<file path="src/rtl/csa_pkg.sv">
`default_nettype none
// ============================================================================
// Module      : csa_pkg
// Description : Shared types and sizing helpers for the CSA reduction path.
//               resolver_state_t  - carry-save resolver FSM states
//               seg_count()       - number of SEG_LEN slices in a BIT_LEN word
// Revision    : 1.0 - initial release
// ============================================================================
package csa_pkg;

  typedef enum logic [1:0] {
    IDLE = 2'd0,
    ADD  = 2'd1,
    DONE = 2'd2
  } resolver_state_t;

  // Slice count for a vector split into equal segments; callers guarantee
  // that bit_len is an exact multiple of seg_len.
  function automatic int seg_count(input int bit_len, input int seg_len);
    return bit_len / seg_len;
  endfunction

endpackage
`default_nettype wire

</file>
<file path="src/rtl/carry_propagate_segment.sv">
`default_nettype none
// ============================================================================
// Module      : carry_propagate_segment
// Description : Combinational SEG_LEN-bit ripple slice of the final add.
// Ports       : a, b  [SEG_LEN-1:0]  in   segment operands
//               cin                  in   carry from the previous segment
//               s     [SEG_LEN-1:0]  out  segment sum
//               cout                 out  segment carry-out
// Revision    : 1.0 - initial release
// ============================================================================
module carry_propagate_segment
  import csa_pkg::*;
#(
  parameter int SEG_LEN = 16
) (
  input  logic [SEG_LEN-1:0] a,
  input  logic [SEG_LEN-1:0] b,
  input  logic               cin,
  output logic [SEG_LEN-1:0] s,
  output logic               cout
);

  // One bit wider than a segment so the carry-out falls out of the add.
  assign {cout, s} = {1'b0, a} + {1'b0, b} + {{SEG_LEN{1'b0}}, cin};

endmodule
`default_nettype wire

</file>
<file path="src/rtl/carry_save_resolver.sv">
`default_nettype none
// ============================================================================
// Module      : carry_save_resolver
// Description : Resolves one carry-save pair (sum, carry) into a binary
//               BIT_LEN+1 result, rippling SEG_LEN bits per clock so the
//               wide final add has no long carry chain. One operation in
//               flight; valid/ready handshakes on both sides.
// Ports       : clk                      in   clock, rising edge
//               reset                    in   asynchronous active-high reset
//               in_valid / in_ready      in/out  input handshake
//               in_sum   [BIT_LEN-1:0]   in   sum vector
//               in_carry [BIT_LEN-1:0]   in   carry vector at sum weight
//               out_valid / out_ready    out/in  output handshake
//               out_result [BIT_LEN:0]   out  in_sum + in_carry
// Revision    : 1.0 - initial release
// ============================================================================
module carry_save_resolver
  import csa_pkg::*;
#(
  parameter int BIT_LEN = 64,
  parameter int SEG_LEN = 16
) (
  input  logic               clk,
  input  logic               reset,
  input  logic               in_valid,
  output logic               in_ready,
  input  logic [BIT_LEN-1:0] in_sum,
  input  logic [BIT_LEN-1:0] in_carry,
  output logic               out_valid,
  input  logic               out_ready,
  output logic [BIT_LEN:0]   out_result
);

  localparam int NUM_SEGS = seg_count(BIT_LEN, SEG_LEN);
  localparam int IDX_W    = (NUM_SEGS > 1) ? $clog2(NUM_SEGS) : 1;
  localparam logic [IDX_W-1:0] LAST_IDX = IDX_W'(NUM_SEGS - 1);

  if ((SEG_LEN < 1) || (BIT_LEN % SEG_LEN != 0)) begin : g_bad_seg_len
    $error("carry_save_resolver: BIT_LEN (%0d) must be a multiple of SEG_LEN (%0d)",
           BIT_LEN, SEG_LEN);
  end

  resolver_state_t      state_q,     state_d;
  logic [BIT_LEN-1:0]   sum_q,       sum_d;
  logic [BIT_LEN-1:0]   carry_vec_q, carry_vec_d;
  logic [IDX_W-1:0]     seg_idx_q,   seg_idx_d;
  logic                 carry_q,     carry_d;
  logic [BIT_LEN:0]     result_q,    result_d;

  logic [31:0]          seg_off;
  logic [SEG_LEN-1:0]   seg_a;
  logic [SEG_LEN-1:0]   seg_b;
  logic [SEG_LEN-1:0]   seg_s;
  logic                 seg_cout;
  logic                 capture;

  // Bit offset of the segment being resolved this cycle.
  assign seg_off = 32'(seg_idx_q) * 32'(SEG_LEN);
  assign seg_a   = sum_q[seg_off +: SEG_LEN];
  assign seg_b   = carry_vec_q[seg_off +: SEG_LEN];

  carry_propagate_segment #(
    .SEG_LEN (SEG_LEN)
  ) u_segment (
    .a    (seg_a),
    .b    (seg_b),
    .cin  (carry_q),
    .s    (seg_s),
    .cout (seg_cout)
  );

  always_comb begin
    state_d     = state_q;
    sum_d       = sum_q;
    carry_vec_d = carry_vec_q;
    seg_idx_d   = seg_idx_q;
    carry_d     = carry_q;
    result_d    = result_q;
    in_ready    = 1'b0;
    out_valid   = 1'b0;
    capture     = 1'b0;

    unique case (state_q)
      IDLE: begin
        in_ready = 1'b1;
        if (in_valid) begin
          capture = 1'b1;
          state_d = ADD;
        end
      end

      ADD: begin
        result_d[seg_off +: SEG_LEN] = seg_s;
        carry_d   = seg_cout;
        seg_idx_d = seg_idx_q + IDX_W'(1);
        if (seg_idx_q == LAST_IDX) begin
          result_d[BIT_LEN] = seg_cout;
          state_d           = DONE;
        end
      end

      DONE: begin
        out_valid = 1'b1;
        // Accepting during the output handshake keeps back-to-back
        // throughput at one result per NUM_SEGS+1 cycles.
        in_ready  = out_ready;
        if (out_ready) begin
          if (in_valid) begin
            capture = 1'b1;
            state_d = ADD;
          end else begin
            state_d = IDLE;
          end
        end
      end

      default: state_d = IDLE;
    endcase

    if (capture) begin
      sum_d       = in_sum;
      carry_vec_d = in_carry;
      seg_idx_d   = '0;
      carry_d     = 1'b0;
    end

    // The FSM already sits in IDLE under reset; keep upstream from
    // believing a pair was taken while reset is still asserted.
    if (reset) begin
      in_ready = 1'b0;
    end
  end

  always_ff @(posedge clk or posedge reset) begin
    if (reset) begin
      state_q     <= IDLE;
      sum_q       <= '0;
      carry_vec_q <= '0;
      seg_idx_q   <= '0;
      carry_q     <= 1'b0;
      result_q    <= '0;
    end else begin
      state_q     <= state_d;
      sum_q       <= sum_d;
      carry_vec_q <= carry_vec_d;
      seg_idx_q   <= seg_idx_d;
      carry_q     <= carry_d;
      result_q    <= result_d;
    end
  end

  assign out_result = result_q;

endmodule
`default_nettype wire

</file>
<file path="config.mk">
export PLATFORM = sky130hd
export DESIGN_NAME = carry_save_resolver
export DESIGN_NICKNAME = d
export VERILOG_FILES = /design/src/rtl/csa_pkg.sv /design/src/rtl/carry_propagate_segment.sv /design/src/rtl/carry_save_resolver.sv
export SDC_FILE = /design/constraint.sdc
export NUM_CORES = 1
export LEC_CHECK = 0
export ABC_CLOCK_PERIOD_IN_PS = 15300
export BUFFER_PORTS_ARGS = -buffer_cell sky130_fd_sc_hd__buf_2
export CORE_MARGIN = 3
export CORE_UTILIZATION = 61
export CTS_BUF_LIST = sky130_fd_sc_hd__clkbuf_4 sky130_fd_sc_hd__clkbuf_8
export CTS_CLUSTER_SIZE = 25
export DETAILED_ROUTE_END_ITERATION = 8
export GPL_TIMING_DRIVEN = 0
export PLACE_DENSITY = 0.87
export SLEW_MARGIN = 20
export SYNTH_ARGS = -nofsm -noshare
export SYNTH_HDL_FRONTEND = slang
export SYNTH_SLANG_ARGS = --single-unit
</file>
<file path="constraint.sdc">
create_clock -name clk -period 15.3 [get_ports clk]
set_input_delay 3.06 -clock clk [delete_from_list [all_inputs] [get_ports clk]]
set_output_delay 3.06 -clock clk [all_outputs]
set_load 0.03 [all_outputs]
</file>
==> key figures <==
Synthesis
  – Synth top area cells: dfrtp_1, nand2_1, mux4_2
  – Yosys reg bits: 198
  – Synth warnings: 0
  – Syn nets: 1058
  – Post-synth EDFFs: 0
  – Main synth FF type: dfrtp_1
  – Distinct cell type count after synthesis: 51
  – Seq/Total Area, Yosys: 0.5468
  – Async set-reset flop share out of synthesis: 1.000
  – Yosys top cell area share: 0.5468
  – Synth top cells by count: nand2_1, dfrtp_1, a22o_1
  – Synth Cell Area: 9061 µm²
  – Cells after synthesis: between 900 and 1000
  – Most instantiated library cell after synthesis: nand2_1
  – Mean post-synth cell area: 10.05 µm²
  – Cell taking the most area after synthesis: dfrtp_1

Timing
  – Fin. max-slew vios: 0
  – Final Skew: 0.01537 ns
  – Worst Max-Slew Pin Slew: 0.7699 ns
  – RSZ-0062 raised after global routing: false
  – Crit share post-route: 0.4362
  – Fmax: between 100 and 150 MHz
  – Relative slew margins: 0.4867
  – Setup TNS: 0 ns
  – Final setup viols: 0
  – Crit path time final: 6.673 ns
  – Hold Fails Final Rpt: 0

Cells and area
  – Fin cells: about 1300
  – Layout area overhead: 18.17%
  – Fraction of layout cells with a size suffix above 1: 0.2613
  – Final net count: around 1300
  – Design Area, Final: 10710 µm²
  – Sequential Area: ~5000 µm²
  – FILL cells: ~1000
  – Footprint of the multi-input gates: between 3000 and 4000 µm²
  – Antenna diode count: 0

Drt
  – Routed via count: 7684
  – Post-Route WL: 24160 µm
  – Detail Route Antenna Nets: 0
  – Post-route DRC: 0
  – WL/cell: 18.40 µm
  – Vias per Instance: 5.852
  – First-pass iteration count of the detailed router: 5
  – DRT iter0 DRCs: 739

Placed design
  – I/O Buffers: 198
  – Post-DP HPWL: 18340 µm
  – Placed Instances: 1281
  – Final Wtd Congestion: 0.9756
  – Placed cell areas: 10310 µm²

Floorplanning
  – Die ar.: ~16000 µm²
  – Core Area: 14200 µm²
  – IO Count: 199
  – Die span in y: 127.9 µm
  – FP Rows: 43
  – Die X: 127.9 µm
  – Initial Utilization: 0.6379

Setup path
  – CP startpoint kind: input port
  – Cell mode on critical path: buf_2
  – Worst Path Arrival: roughly 3.6 ns
  – Buf/Inv on CP: 2
  – Worst EP required: ~12 ns
  – Worst Setup Path Type: input port to primary output
  – CP max stage delay: 0.21 ns
  – Critical-path top delay cell: nor2b_1
  – Critical Path Sink Type: primary output
  – Crit-path max FO: 3
  – CP top delay family: buffers and inverters
  – Worst path cell trace: buf_2 -> nor2b_1 -> nor3_1 -> buf_2

GRT
  – Initial antenna violation count: 0
  – First-pass GRT wire length: 38620 µm
  – Grt ovf: 0
  – All-Layer GR Usage: 0.3068
  – Largest net degree at the start of global routing: between 100 and 150
  – Vias in the first global route: 7657

CTS
  – Clk sink count: ~200
  – Clock transition at path regs: 0.08 ns
  – Cts-stage hold buffer count: 0
  – Root buf cell: clkbuf_8
  – H-tree levels: 4
  – Clock buffer count from CTS: 17
  – Post-cts sizing count: 0
  – Clock latency on the worst-skew pair: 0.48 ns
  – # Post-CTS Setup Buffers: 0
  – Clk buf depth: 2
  – TritonCTS clock tree: done

Run
  – Max-cap violations: 0

Power
  – LEAKAGE: between 5 and 6 nW
  – Pwr/cell area: 259.2 nW/µm²
  – Worst IR Drop VDD: 0.1346 mV

Run status
  – Status: completed

Min path
  – Hold WC Path Type: flip-flop to flip-flop
area by class of cell:
class,count,area share
plain buffers,46,0.01951
clock buffers,23,0.02839
clock inverters,9,0.008530
inverters,12,0.004908
multi-input cells,646,0.3598
flip-flops and latches,198,0.4627
well taps,180,0.02103
repair buffers,199,0.09512
worst reg2reg max path: stages (launching register included):
cell      delay (ns)
dfrtp_1         0.43
clkbuf_1        0.35
clkbuf_1        0.56
mux4_2          0.39
fa_1            0.22
inv_1           0.06
fa_1            0.39
nand2b_1        0.19
a21o_2          0.20
a211o_1         0.28
mux2i_1         0.13
nor3_1          0.46
o21ai_0         0.17
logic make-up after synthesis:
| group | Yosys count | synth area share |
|---|---|---|
| AO/OA/AOI/OAI | 116 | 0.09445 |
| XOR/XNOR | 11 | 0.01063 |
| adder cells (fa/ha/maj) | 24 | 0.03480 |
| buffers and inverters | 58 | 0.02803 |
| flip-flops | 198 | 0.5468 |
| multiplexers | 35 | 0.08299 |
| AND/OR/NAND/NOR | 460 | 0.2023 |
power by group:
part           switching, W  total (W)  internal [W]
combinational       0.00101    0.00157      0.000561
sequential         0.000133   0.000875      0.000742
clock              0.000181   0.000332      0.000151
state kept, by name (all words and copies together), names as in the netlist:
name	cells
state_q	2
seg_idx_q	2
carry_q	1
out_result	65
sum_q	64
carry_vec_q	64
metrics by stage:
stage | util | total power, W | hold WS [ns] | setup WS [ns]
finish | 0.7539 | 0.002775 | 0.4783 | 8.627
global placement | 0.7236 | 0.002358 | 0.4522 | 4.988
global route | 0.7539 | 0.002963 | 0.5049 | 8.552
floorplan | - | 0.001953 | 0.4403 | 6.843
CTS | 0.7539 | 0.002750 | 0.4810 | 8.618
detailed placement | 0.7260 | 0.002417 | 0.4591 | 8.628
cell usage in the layout (no fill, tap or decap), types with 3 or more instances in the layout:
cell      count
clkbuf_8     22
clkinv_4      3
a22o_1       41
a22o_2        4
o21ai_0      26
clkbuf_1     28
nand2b_1      5
nand2_1     409
a21o_2        4
nor2_1       14
nor3_1        5
mux4_2       32
xor2_1        5
xnor2_1       6
inv_1        11
nor2b_1       3
nand3_1       6
nand2_2       3
a21oi_1      14
buf_2       207
nand4_1       3
dfrtp_1     198
ha_1         22
a22oi_1       9
buf_1         6
layer usage:
| layer | vias to the layer above | share of wire | track usage |
|---|---|---|---|
| li1 | 3468 | - | - |
| met1 | 3759 | 0.40 | 0.4101 |
| met2 | 403 | 0.49 | 0.5000 |
| met3 | 54 | 0.082 | 0.06500 |
| met4 | 0 | 0.032 | 0.1155 |
| met5 | - | 0 | 0 |
path summary, 6_finish.rpt:
check / cells after the start / slack, ns / endpoint / from
max: 4 / 8.63 / in_ready / out_ready
min: 2 / 0.48 / sum_q[40]$_DFFE_PP0P_ / sum_q[40]$_DFFE_PP0P_
max reg2reg: 12 / 11.34 / out_result[12]$_DFFE_PP0P_ / seg_idx_q[1]$_DFFE_PP0P_
min reg2reg: 2 / 0.48 / sum_q[40]$_DFFE_PP0P_ / sum_q[40]$_DFFE_PP0P_
max in group asynchronous: 3 / 11.71 / sum_q[24]$_DFFE_PP0P_ / reset
min in group asynchronous: 2 / 2.65 / sum_q[6]$_DFFE_PP0P_ / reset
No activity file was read; power rests on OpenSTA's default activity.
